===== src/rtl/modulator_symbol_mapper.sv =====
// Byte stream to BPSK/QPSK/8PSK/16QAM I/Q samples, each symbol followed by SPS-1 zero samples.
// Define MODULATOR_SYMBOL_MAPPER_SCRAMBLER_EN to XOR input bits with a x^15+x^14+1 PRBS.
module modulator_symbol_mapper #(
  parameter int W   = 8,
  parameter int SPS = 4
) (
  input  logic                iclk,
  input  logic                ireset,
  input  logic [1:0]          imode,
  input  logic [7:0]          i_tdata,
  input  logic                i_tvalid,
  output logic                o_tready,
  output logic                o_tvalid,
  output logic signed [W-1:0] o_i,
  output logic signed [W-1:0] o_q,
  input  logic                i_tready
);
  localparam int     CW    = (SPS > 1) ? $clog2(SPS) : 1;
  localparam longint AMP_L = (longint'(1) << (W-1)) - 1;

  // round-to-nearest of a*num/den in integer arithmetic, evaluated at elaboration
  function automatic longint round_frac(input longint a, input longint num, input longint den);
    return (2 * a * num + den) / (2 * den);
  endfunction

  localparam logic signed [W-1:0] AMP = W'(AMP_L);
  localparam logic signed [W-1:0] C   = W'(round_frac(AMP_L, 70711, 100000));
  localparam logic signed [W-1:0] C1  = W'(round_frac(AMP_L, 92388, 100000));
  localparam logic signed [W-1:0] C2  = W'(round_frac(AMP_L, 38268, 100000));
  localparam logic signed [W-1:0] A3  = W'(round_frac(AMP_L, 1, 3));

  function automatic logic signed [W-1:0] qam_level(input logic [1:0] b);
    case (b)
      2'b00:   return AMP;
      2'b01:   return A3;
      2'b11:   return -A3;
      default: return -AMP;
    endcase
  endfunction

  // b holds the oldest buffered bits MSB-aligned; only the top bps bits matter
  function automatic logic [2*W-1:0] map_symbol(input logic [1:0] m, input logic [3:0] b);
    logic signed [W-1:0] si;
    logic signed [W-1:0] sq;
    si = '0;
    sq = '0;
    case (m)
      2'd0: si = b[3] ? -AMP : AMP;
      2'd1: begin
        si = b[3] ? -C : C;
        sq = b[2] ? -C : C;
      end
      2'd2: begin
        case (b[3:1])
          3'b000:  begin si = C1;  sq = C2;  end
          3'b001:  begin si = C2;  sq = C1;  end
          3'b011:  begin si = -C2; sq = C1;  end
          3'b010:  begin si = -C1; sq = C2;  end
          3'b110:  begin si = -C1; sq = -C2; end
          3'b111:  begin si = -C2; sq = -C1; end
          3'b101:  begin si = C2;  sq = -C1; end
          default: begin si = C1;  sq = -C2; end
        endcase
      end
      default: begin
        si = qam_level(b[3:2]);
        sq = qam_level(b[1:0]);
      end
    endcase
    return {si, sq};
  endfunction

  logic [15:0]         sr_p0;
  logic [4:0]          cnt_p0;
  logic [CW-1:0]       sps_cnt;
  logic [1:0]          mode_r;
  logic signed [W-1:0] i_p1;
  logic signed [W-1:0] q_p1;
  logic                vld_p1;

  logic [2:0]  bps;
  logic        free;
  logic        accept;
  logic        pop;
  logic        stuff;
  logic [4:0]  rem;
  logic [15:0] sr_shift;
  logic [15:0] sr_next;
  logic [4:0]  cnt_next;
  logic [7:0]  byte_in;

  assign o_tready = (cnt_p0 <= 5'd8);

`ifdef MODULATOR_SYMBOL_MAPPER_SCRAMBLER_EN
  logic [14:0] lfsr;
  logic [14:0] lfsr_next;
  logic [7:0]  prbs;

  // PRBS output is the LFSR MSB; the first output scrambles the byte MSB
  always_comb begin
    lfsr_next = lfsr;
    prbs      = '0;
    for (int k = 7; k >= 0; k--) begin
      prbs[k]   = lfsr_next[14];
      lfsr_next = {lfsr_next[13:0], lfsr_next[14] ^ lfsr_next[13]};
    end
  end

  assign byte_in = i_tdata ^ prbs;

  always_ff @(posedge iclk) begin
    if (ireset)      lfsr <= 15'h7FFF;
    else if (accept) lfsr <= lfsr_next;
  end
`else
  assign byte_in = i_tdata;
`endif

  always_comb begin
    bps      = {1'b0, mode_r} + 3'd1;
    free     = !vld_p1 || i_tready;
    accept   = i_tvalid && o_tready;
    pop      = free && (sps_cnt == '0) && (cnt_p0 >= {2'b00, bps});
    stuff    = free && (sps_cnt != '0);
    rem      = pop ? (cnt_p0 - {2'b00, bps}) : cnt_p0;
    sr_shift = pop ? (sr_p0 << bps) : sr_p0;
    // new byte lands directly behind the bits that survive this cycle's pop
    sr_next  = accept ? (sr_shift | ({byte_in, 8'h00} >> rem)) : sr_shift;
    cnt_next = rem + (accept ? 5'd8 : 5'd0);
  end

  // Stage p0: bit buffer, mode latch, zero-stuff counter
  // Stage p1: registered constellation point or stuffed zero
  always_ff @(posedge iclk) begin
    if (ireset) begin
      sr_p0   <= '0;
      cnt_p0  <= '0;
      sps_cnt <= '0;
      mode_r  <= '0;
      vld_p1  <= 1'b0;
      i_p1    <= '0;
      q_p1    <= '0;
    end else begin
      sr_p0  <= sr_next;
      cnt_p0 <= cnt_next;
      if ((cnt_p0 == '0) && (sps_cnt == '0)) mode_r <= imode;
      if (pop) begin
        {i_p1, q_p1} <= map_symbol(mode_r, sr_p0[15:12]);
        vld_p1       <= 1'b1;
        sps_cnt      <= CW'(SPS - 1);
      end else if (stuff) begin
        i_p1    <= '0;
        q_p1    <= '0;
        vld_p1  <= 1'b1;
        sps_cnt <= sps_cnt - 1'b1;
      end else if (free) begin
        vld_p1 <= 1'b0;
      end
    end
  end

  assign o_tvalid = vld_p1;
  assign o_i      = i_p1;
  assign o_q      = q_p1;

endmodule

===== config.mk =====
export PLATFORM = sky130hd
export DESIGN_NAME = modulator_symbol_mapper
export DESIGN_NICKNAME = d
export VERILOG_FILES = /design/src/rtl/modulator_symbol_mapper.sv
export SDC_FILE = /design/constraint.sdc
export NUM_CORES = 1
export LEC_CHECK = 0
export CAP_MARGIN = 20
export CORE_ASPECT_RATIO = 1.25
export CORE_MARGIN = 2
export CORE_UTILIZATION = 58
export DETAILED_ROUTE_END_ITERATION = 16
export PLACE_DENSITY_LB_ADDON = 0.12
export SLEW_MARGIN = 20
export SYNTH_ARGS = -nofsm -noshare
export SYNTH_HDL_FRONTEND = slang
export SYNTH_SLANG_ARGS = --single-unit

===== constraint.sdc =====
create_clock -name iclk -period 3.95 [get_ports iclk]
set_input_delay 0.79 -clock iclk [delete_from_list [all_inputs] [get_ports iclk]]
set_output_delay 0.79 -clock iclk [all_outputs]
set_load 0.005 [all_outputs]

==> flow_metrics.py, run 1 <==
metrics = {
    "run_status": {
        "status": "finished, final reports clean",
    },
    "critical_path": {
        "crit_top_cell": "ha_1",
        "start_kind": "flop",
        "cpPeakStageDelay_ns": 0.70,
        "cp_slowest_cell": "dfxtp_1",
        "crit_buf_inv": 2,
        "cp.arrival_ns": 3.72,
        "cp.required_ns": 4.15,
        "crit_chain": "ha_1 -> inv_1 -> ha_1 -> nand2_2 -> o21a_4 -> a21oi_2 -> buf_4 -> mux2_2 -> a211oi_1 -> a311oi_1 -> o41ai_1",
        "critPathCaptureType": "flop",
        "crit_fanout": 20,
        "crit_family": "compound AO/OA/AOI/OAI gates",
        "crit_type": "reg -> reg",
    },
    "synth": {
        "syn_inst": 399,
        "ys_warn_count": 0,
        "ys.flop_type": "dfxtp_1",
        "synth_edf_count": 0,
        "synth.avg_cell_area_sq_um": 8.02,
        "synth_seq_area_share": 0.263,
        "ys_ff_latch": 42,
        "async_flop_share": 0,
        "netlist.area_leader.share": 0.263,
        "synth_area_sq_um": 3200,
        "yosys.area.top_type": "dfxtp_1",
        "synth_fp_nets": 431,
        "ys_top_cells_by_area": "dfxtp_1 (26%), ha_1 (6.6%), mux2i_1 (5.6%), a21oi_1 (5.5%), nor2_1 (5.2%)",
        "ys_types": 62,
    },
    "grt": {
        "grt_use_total": 0.287,
        "grt_overflow_total": 0,
        "grt_first_pass_wirelength_um": 14000,
        "grt_max_degree": 42,
        "grt_pass1_vias": 2954,
        "antenna_found_initial": 0,
    },
    "floorplanning": {
        "die_w_um": 70.4,
        "die_h_um": 87.0,
        "ios": 32,
        "core_sq_um": 5370,
        "fp-row-count": 30,
        "dieArea_sq_um": 6130,
        "start_util": 0.596,
    },
    "sta": {
        "max_slew_margin": 0.592,
        "tightest_slew_ns": 0.610,
        "fin_crit_sh": 0.889,
        "finalHoldViolCount": 0,
        "fmax_mhz": 285,
        "period_needed_ns": 3.51,
        "maxSlewViolCount": 0,
        "finalSetupTns_ns": 0,
        "rsz0062_at_grt": "no",
        "clock_skew_ns": 0.0101,
        "finalSetupViolCount": 0,
    },
    "routing": {
        "wirelength_um": 8380,
        "via_per_inst": 6.46,
        "dr.first_iter.drc_count": 184,
        "wl_per_cell_um": 17.3,
        "drt_pass1_iterations": 5,
        "final_antenna_net_count": 0,
        "via_count": 3125,
        "route.detailed.drc": 0,
    },
    "clocking": {
        "hold_buffers": 0,
        "cts.clk_slew.worst_paths_ns": 0.09,
        "cts-root-buf": "clkbuf_8",
        "cts_tree": "yes",
        "post-cts-setup-buffers": 0,
        "cts_resized": 0,
        "clkSinkCount": 42,
        "clk_path_buf_depth": 2,
        "worstSkewPairLatency_ns": 0.31,
        "cts_buffers": 5,
        "htreeDepth": 2,
    },
    "cells_and_area": {
        "syn_to_final_growth_pct": 13.9,
        "regArea_sq_um": 841,
        "fin_nets": 451,
        "drive_gt1_frac": 0.0976,
        "layout_common_cells": "nor2_1 (44), dfxtp_1 (42), a21oi_1 (35)",
        "nFillCells": 473,
        "diodes": 0,
        "final_common_cell": "nor2_1",
        "multi_input_area_sq_um": 2200,
    },
    "placement": {
        "dpl.hpwl_um": 6150,
        "place_congestion": 0.958,
        "numPortBuffers": 31,
    },
    "run": {
        "drv_cap": 0,
    },
    "hold_path": {
        "hold_class": "reg -> reg",
    },
}
cells by family (layout without fill, tap and decap cells):
| group | Yosys count | in the layout | share of synthesized area |
|---|---|---|---|
| buffers and inverters | 39 | 60 | 0.0497 |
| XOR/XNOR | 5 | 5 | 0.0137 |
| adder cells (fa/ha/maj) | 18 | 18 | 0.0727 |
| AND/OR/NAND/NOR | 132 | 132 | 0.198 |
| AO/OA/AOI/OAI | 130 | 130 | 0.279 |
| flip-flops | 42 | 42 | 0.263 |
| multiplexers | 33 | 33 | 0.124 |
sequential cells by signal, summed over array words and instances, names as in the netlist:
| name | cells |
|---|---|
| sr_p0 | 16 |
| o_i | 8 |
| o_q | 8 |
| cnt_p0 | 5 |
| mode_r | 2 |
| sps_cnt | 2 |
| o_tvalid | 1 |
path summary, 6_finish.rpt:
| check | cells after the start | slack, ns | start | to |
|---|---|---|---|---|
| worst max-delay path | 11 | 0.44 | mode_r[0]$_SDFFE_PP0P_ | sr_p0[6]$_SDFF_PP0_ |
| worst min-delay path | 2 | 0.45 | o_i[2]$_SDFFE_PP0P_ | o_i[2]$_SDFFE_PP0P_ |
| worst max register to register | 11 | 0.44 | mode_r[0]$_SDFFE_PP0P_ | sr_p0[6]$_SDFF_PP0_ |
| worst min register to register | 2 | 0.45 | o_i[2]$_SDFFE_PP0P_ | o_i[2]$_SDFFE_PP0P_ |
metal layers:
metal / wire (um) / GRT usage / vias to the layer above
met4: 319 / 0.152 / 0
met5: 0 / 0 / -
met1: 3410 / 0.325 / 1469
li1: - / - / 1514
met2: 4280 / 0.512 / 113
met3: 367 / 0.0498 / 29
synthesized netlist by cell type (3+ instances only):
cell / number
buf_2: 4
nand2b_1: 4
a21oi_1: 35
xnor2_1: 4
o32ai_1: 4
inv_1: 14
mux4_2: 4
a211oi_1: 14
mux2i_1: 18
nor3_1: 6
o211ai_1: 6
ha_1: 17
nor2_1: 44
and3_1: 4
nand2_1: 31
mux2_2: 10
clkbuf_1: 14
a22oi_1: 8
buf_1: 5
and2_1: 8
nand4_1: 3
dfxtp_1: 42
nand3_1: 14
o21ai_0: 17
a21oi_2: 3
a31oi_1: 5
nor2b_1: 5
o221ai_1: 3
a221oi_1: 3
a21o_1: 7
a211o_1: 3
area by class of cell:
type	count	share of cell area
flip-flops and latches	42	0.231
clock buffers	5	0.0189
well taps	64	0.0220
multi-input cells	318	0.604
clock inverters	3	0.0110
inverters	14	0.0144
repair buffers	38	0.0996
metrics by stage:
step / instances / setup slack, ns / utilization / hold WS (ns) / cell area [sq um]
final: 484 / 0.436 / 0.679 / 0.451 / 3640
after floorplan: 399 / 0.329 / - / 0.448 / 3200
after global routing: 484 / 0.207 / 0.679 / 0.476 / 3640
after CTS: 484 / 0.478 / 0.679 / 0.455 / 3640
after detailed placement: 476 / 0.518 / 0.659 / 0.445 / 3540
after global placement: 476 / 0.584 / 0.659 / 0.440 / 3540
worst register-to-register path, stage by stage (launching register included):
cell and delay, ns:
dfxtp_1 0.70, ha_1 0.27, inv_1 0.11, ha_1 0.43, nand2_2 0.10, o21a_4 0.24, a21oi_2 0.17, buf_4 0.27
mux2_2 0.48, a211oi_1 0.26, a311oi_1 0.08, o41ai_1 0.31
Power of run 1 is not shown: default switching activity piles up to over one toggle a cycle in this logic, so the estimate is an artifact.
==> run 2: changes to the inputs <==
--- a/config.mk
+++ b/config.mk
@@ -6,7 +6,7 @@
 export NUM_CORES = 1
 export LEC_CHECK = 0
 export CAP_MARGIN = 20
-export CORE_ASPECT_RATIO = 1.25
+export CORE_ASPECT_RATIO = 0.8
 export CORE_MARGIN = 2
 export CORE_UTILIZATION = 58
 export DETAILED_ROUTE_END_ITERATION = 16
==> run 2 against run 1 <==
  * Sequential share of layout area rose by 0.064 points
  * Sequential cell count unchanged
  * Clock-buffer cell count unchanged
  * Register-to-register slack lost 0.06 ns
  * Cell area shrank 0.27%
  * Fmax shrank 1.8%
  * Global-route usage fell by 0.31 points
  * Clock skew is 0.0030 ns higher
  * Critical path type unchanged
  * Critical path depth decreased by 1
==> flow_metrics.py, run 2 (synthesis results as in run 1) <==
metrics = {
    "run_status": {
        "status": "finished, final reports clean",
    },
    "grt": {
        "grt_first_pass_wirelength_um": 13700,
        "grt_max_degree": 42,
        "grt_use_total": 0.284,
        "grt_pass1_vias": 2700,
        "antenna_found_initial": 0,
        "grt_overflow_total": 0,
    },
    "floorplanning": {
        "core_sq_um": 5380,
        "die_w_um": 87.0,
        "start_util": 0.595,
        "ios": 32,
        "dieArea_sq_um": 6130,
        "die_h_um": 70.4,
        "fp-row-count": 24,
    },
    "critical_path": {
        "crit_cells": 10,
        "crit_type": "reg -> reg",
        "crit_chain": "ha_1 -> inv_1 -> ha_1 -> nand2_2 -> o21a_4 -> a21oi_2 -> mux2_2 -> mux4_2 -> a21oi_2 -> o221ai_1",
        "crit_fanout": 24,
        "reg2regPathDepth": 10,
        "cp.required_ns": 4.13,
        "critPathLaunch": "mode_r[0]$_SDFFE_PP0P_",
        "r2r_slack_ns": 0.37,
        "cpPeakStageDelay_ns": 0.69,
        "endpoint": "sr_p0[3]$_SDFF_PP0_",
        "reg2reg_to": "sr_p0[3]$_SDFF_PP0_",
        "r2r_start": "mode_r[0]$_SDFFE_PP0P_",
        "cp.arrival_ns": 3.76,
        "cp_slowest_cell": "dfxtp_1",
        "critPathCaptureType": "flop",
        "start_kind": "flop",
        "crit_buf_inv": 1,
        "crit_family": "multiplexers",
    },
    "clocking": {
        "hold_buffers": 0,
        "clk_path_buf_depth": 2,
        "clkSinkCount": 42,
        "htreeDepth": 2,
        "cts_buffers": 5,
        "cts-root-buf": "clkbuf_8",
        "cts.clk_slew.worst_paths_ns": 0.09,
        "cts_resized": 0,
        "cts_tree": "yes",
        "post-cts-setup-buffers": 0,
        "worstSkewPairLatency_ns": 0.31,
    },
    "sta": {
        "max_slew_margin": 0.583,
        "finalHoldViolCount": 0,
        "fin_crit_sh": 0.905,
        "period_needed_ns": 3.58,
        "fmax_mhz": 280,
        "finalSetupViolCount": 0,
        "maxSlewViolCount": 0,
        "rsz0062_at_grt": "no",
        "clock_skew_ns": 0.0131,
        "tightest_slew_ns": 0.623,
        "finalSetupTns_ns": 0,
    },
    "placement": {
        "dpl.hpwl_um": 6180,
        "place_congestion": 0.983,
        "numPortBuffers": 31,
    },
    "cells_and_area": {
        "layout_common_cells": "nor2_1 (44), dfxtp_1 (42), a21oi_1 (35)",
        "drive_gt1_frac": 0.0998,
        "top_register": "sr_p0",
        "fin_nets": 452,
        "final_common_cell": "nor2_1",
        "largest_reg_flops": 16,
        "diodes": 0,
        "syn_to_final_growth_pct": 13.6,
    },
    "routing": {
        "top_layer": "met4",
        "drt_pass1_iterations": 5,
        "route.detailed.drc": 0,
        "dr_wl_met3_um": 654,
        "final_antenna_net_count": 0,
        "m1WireLength_um": 4160,
        "via_count": 3095,
        "wirelength_um": 8360,
        "met2_length_um": 3390,
        "wl_per_cell_um": 17.2,
        "via_per_inst": 6.37,
        "dr.first_iter.drc_count": 239,
    },
    "run": {
        "drv_cap": 0,
    },
    "hold_path": {
        "hold_class": "reg -> reg",
        "hold_depth": 2,
    },
}
## run 2: cell count changes in the layout (fill, tap and decap cells not counted)
cell        change
bufinv_16       -1
clkinv_4        +1
buf_4           +1
clkinv_2        -1
clkinvlp_4      +1
## run 2: how the worst min path moves through the flow
stage	endpoint	start	slack [ns]
global placement	o_i[4]$_SDFFE_PP0P_	o_i[4]$_SDFFE_PP0P_	0.44
global route	o_i[4]$_SDFFE_PP0P_	o_i[4]$_SDFFE_PP0P_	0.48
floorplan	o_i[2]$_SDFFE_PP0P_	o_i[2]$_SDFFE_PP0P_	0.45
finish	o_i[2]$_SDFFE_PP0P_	o_i[2]$_SDFFE_PP0P_	0.46
detailed placement	o_i[4]$_SDFFE_PP0P_	o_i[4]$_SDFFE_PP0P_	0.45
CTS	o_i[4]$_SDFFE_PP0P_	o_i[4]$_SDFFE_PP0P_	0.46
## run 2: layer usage
| metal | vias to the layer above | global-route usage |
|---|---|---|
| met1 | 1426 | 0.452 |
| met5 | - | 0 |
| met2 | 133 | 0.376 |
| met3 | 16 | 0.0579 |
| met4 | 0 | 0.0816 |
| li1 | 1520 | - |
## run 2: layout make-up
class	instances	area, sq um
timing repair buffer	39	370
clock inverter	3	21.3
inverter	14	52.6
sequential	42	841
clock buffer	5	68.8
tap	65	81.3
fill	449	1740
multi-input combinational	318	2200
## run 2: worst reg2reg max path, delay by kind of cell, from the launching register on
| family | cells | cell delay (ns) |
|---|---|---|
| buf+inv | 1 | 0.11 |
| simple gates | 1 | 0.10 |
| fa+ha+maj | 2 | 0.70 |
| flops | 1 | 0.69 |
| mux | 2 | 0.95 |
| compound gates | 4 | 0.89 |
## run 2: stage by stage
step                      hold slack (ns)  instances  utilization  instance area (sq um)  setup slack, ns
after detailed placement            0.446        478        0.659                   3540            0.429
after global routing                0.482        486        0.676                   3630            0.142
after global placement              0.441        478        0.659                   3540            0.522
after CTS                           0.458        486        0.676                   3630            0.388
final                               0.456        486        0.676                   3630            0.373
after floorplan                     0.448        399            -                   3200            0.329
Power of run 2 is left out for the same reason.
==> run 3: changes to the inputs <==
--- a/config.mk
+++ b/config.mk
@@ -10,7 +10,7 @@
 export CORE_MARGIN = 2
 export CORE_UTILIZATION = 58
 export DETAILED_ROUTE_END_ITERATION = 16
-export PLACE_DENSITY_LB_ADDON = 0.12
+export PLACE_DENSITY = 0.86
 export SLEW_MARGIN = 20
 export SYNTH_ARGS = -nofsm -noshare
 export SYNTH_HDL_FRONTEND = slang
==> constraint.sdc (replaced) <==
create_clock -name iclk -period 3.95 [get_ports iclk]
set_input_delay 0.395 -clock iclk [delete_from_list [all_inputs] [get_ports iclk]]
set_output_delay 0.395 -clock iclk [all_outputs]
set_load 0.005 [all_outputs]
==> run 3 against run 2 <==
  * Highest routed layer unchanged
  * Routed wire length up 3.8%
  * Clock skew up 0.0019 ns
  * Critical endpoint is now sr_p0[8]$_SDFF_PP0_
  * Cell area unchanged
==> flow_metrics.py, run 3 (synthesis results as in run 1) <==
metrics = {
    "floorplanning": {
        "fp-row-count": 24,
        "die_h_um": 70.4,
        "start_util": 0.595,
        "core_sq_um": 5380,
        "ios": 32,
        "die_w_um": 87.0,
        "dieArea_sq_um": 6130,
    },
    "routing": {
        "via_per_inst": 6.74,
        "wl_per_cell_um": 17.8,
        "via_count": 3278,
        "drt_pass1_iterations": 8,
        "route.detailed.drc": 0,
        "final_antenna_net_count": 0,
        "wirelength_um": 8670,
        "dr.first_iter.drc_count": 294,
    },
    "clocking": {
        "cts.clk_slew.worst_paths_ns": 0.09,
        "htreeDepth": 2,
        "cts-root-buf": "clkbuf_8",
        "hold_buffers": 0,
        "clk_path_buf_depth": 2,
        "worstSkewPairLatency_ns": 0.30,
        "cts_tree": "yes",
        "clkSinkCount": 42,
        "post-cts-setup-buffers": 0,
        "cts_resized": 0,
        "cts_buffers": 5,
    },
    "sta": {
        "tightest_slew_ns": 0.615,
        "maxSlewViolCount": 0,
        "finalSetupViolCount": 0,
        "clock_skew_ns": 0.0149,
        "fmax_mhz": 274,
        "finalHoldViolCount": 0,
        "max_slew_margin": 0.589,
        "fin_ws_ns": 0.307,
        "period_needed_ns": 3.64,
        "finalSetupTns_ns": 0,
        "fin_crit_sh": 0.922,
        "rsz0062_at_grt": "no",
    },
    "critical_path": {
        "crit_chain": "ha_1 -> inv_1 -> ha_1 -> nand2_2 -> o21a_4 -> a21oi_2 -> mux2i_1 -> nor2_1 -> a22o_1 -> o32ai_1",
        "cp.arrival_ns": 3.82,
        "r2r_start": "mode_r[0]$_SDFFE_PP0P_",
        "crit_type": "reg -> reg",
        "reg2regPathDepth": 10,
        "crit_fanout": 17,
        "r2r_slack_ns": 0.31,
        "cp_slowest_cell": "dfxtp_1",
        "start_kind": "flop",
        "crit_top_cell": "ha_1",
        "critPathCaptureType": "flop",
        "reg2reg_to": "sr_p0[8]$_SDFF_PP0_",
        "cpPeakStageDelay_ns": 0.71,
        "cp.required_ns": 4.13,
    },
    "hold_path": {
        "hold_class": "reg -> reg",
        "hold_path_end": "o_i[6]$_SDFFE_PP0P_",
        "hp-start": "o_i[6]$_SDFFE_PP0P_",
        "hold_depth": 2,
    },
    "placement": {
        "place_congestion": 0.952,
        "dpl.hpwl_um": 6340,
        "place_inst": 478,
        "place_ws_ns": 0.422,
        "dpl_cell_area_sq_um": 3540,
        "numPortBuffers": 31,
    },
    "cells_and_area": {
        "top_register": "sr_p0",
        "post-route-cell-area_sq_um": 3630,
        "layout.cells.non_filler": 486,
        "drive_gt1_frac": 0.0998,
        "final_common_cell": "nor2_1",
        "layout_common_cells": "nor2_1 (44), dfxtp_1 (42), a21oi_1 (35)",
        "syn_to_final_growth_pct": 13.6,
        "fin_nets": 452,
        "diodes": 0,
        "largest_reg_flops": 16,
    },
    "grt": {
        "grt_max_degree": 43,
        "grt_pass1_vias": 2950,
        "antenna_found_initial": 0,
        "grt_first_pass_wirelength_um": 14300,
        "grt_overflow_total": 0,
        "grt_use_total": 0.291,
    },
    "run": {
        "drv_cap": 0,
    },
    "run_status": {
        "status": "finished, final reports clean",
    },
}
run 3: cell counts in the layout (fill, tap and decap cells not counted):
No cell type changed its count.
run 3: cell type report:
cell class / instances / area (sq um)
repair buffers: 39 / 370
multi-input cells: 318 / 2200
well taps: 65 / 81.3
inverters: 14 / 52.6
clock buffers: 5 / 68.8
fillers: 429 / 1740
flip-flops and latches: 42 / 841
clock inverters: 3 / 21.3
run 3: critical path: cells and delay by family, from the launching register on:
kind	cells	cell delay [ns]
muxes	1	0.54
AOI/OAI and AO/OA	4	1.18
buffers and inverters	1	0.13
and+or+nand+nor	2	0.25
adders and majority gates	2	0.71
DFF	1	0.71
run 3: layer usage:
layer	up-vias	wire, um	GRT usage
met5	-	0	0
met4	0	219	0.0955
met3	31	809	0.0697
met2	215	3780	0.422
met1	1514	3860	0.421
li1	1518	-	-
run 3: per-stage QoR:
stage                     utilization  hold WS [ns]
final                           0.676         0.455
after floorplan                     -         0.448
after CTS                       0.676         0.456
after global routing            0.676         0.500
after global placement          0.659         0.441
after detailed placement        0.659         0.442
run 3: worst max-delay path by stage:
stage,startpoint,end,slack [ns],cells after the start
finish,mode_r[0]$_SDFFE_PP0P_,sr_p0[8]$_SDFF_PP0_,0.31,10
global route,mode_r[0]$_SDFFE_PP0P_,sr_p0[8]$_SDFF_PP0_,0.07,10
CTS,mode_r[0]$_SDFFE_PP0P_,sr_p0[8]$_SDFF_PP0_,0.38,10
detailed placement,mode_r[0]$_SDFFE_PP0P_,sr_p0[3]$_SDFF_PP0_,0.42,10
global placement,mode_r[0]$_SDFFE_PP0P_,sr_p0[8]$_SDFF_PP0_,0.54,10
floorplan,mode_r[0]$_SDFFE_PP0P_,sr_p0[3]$_SDFF_PP0_,0.33,13
Power of run 3 is left out for the same reason.
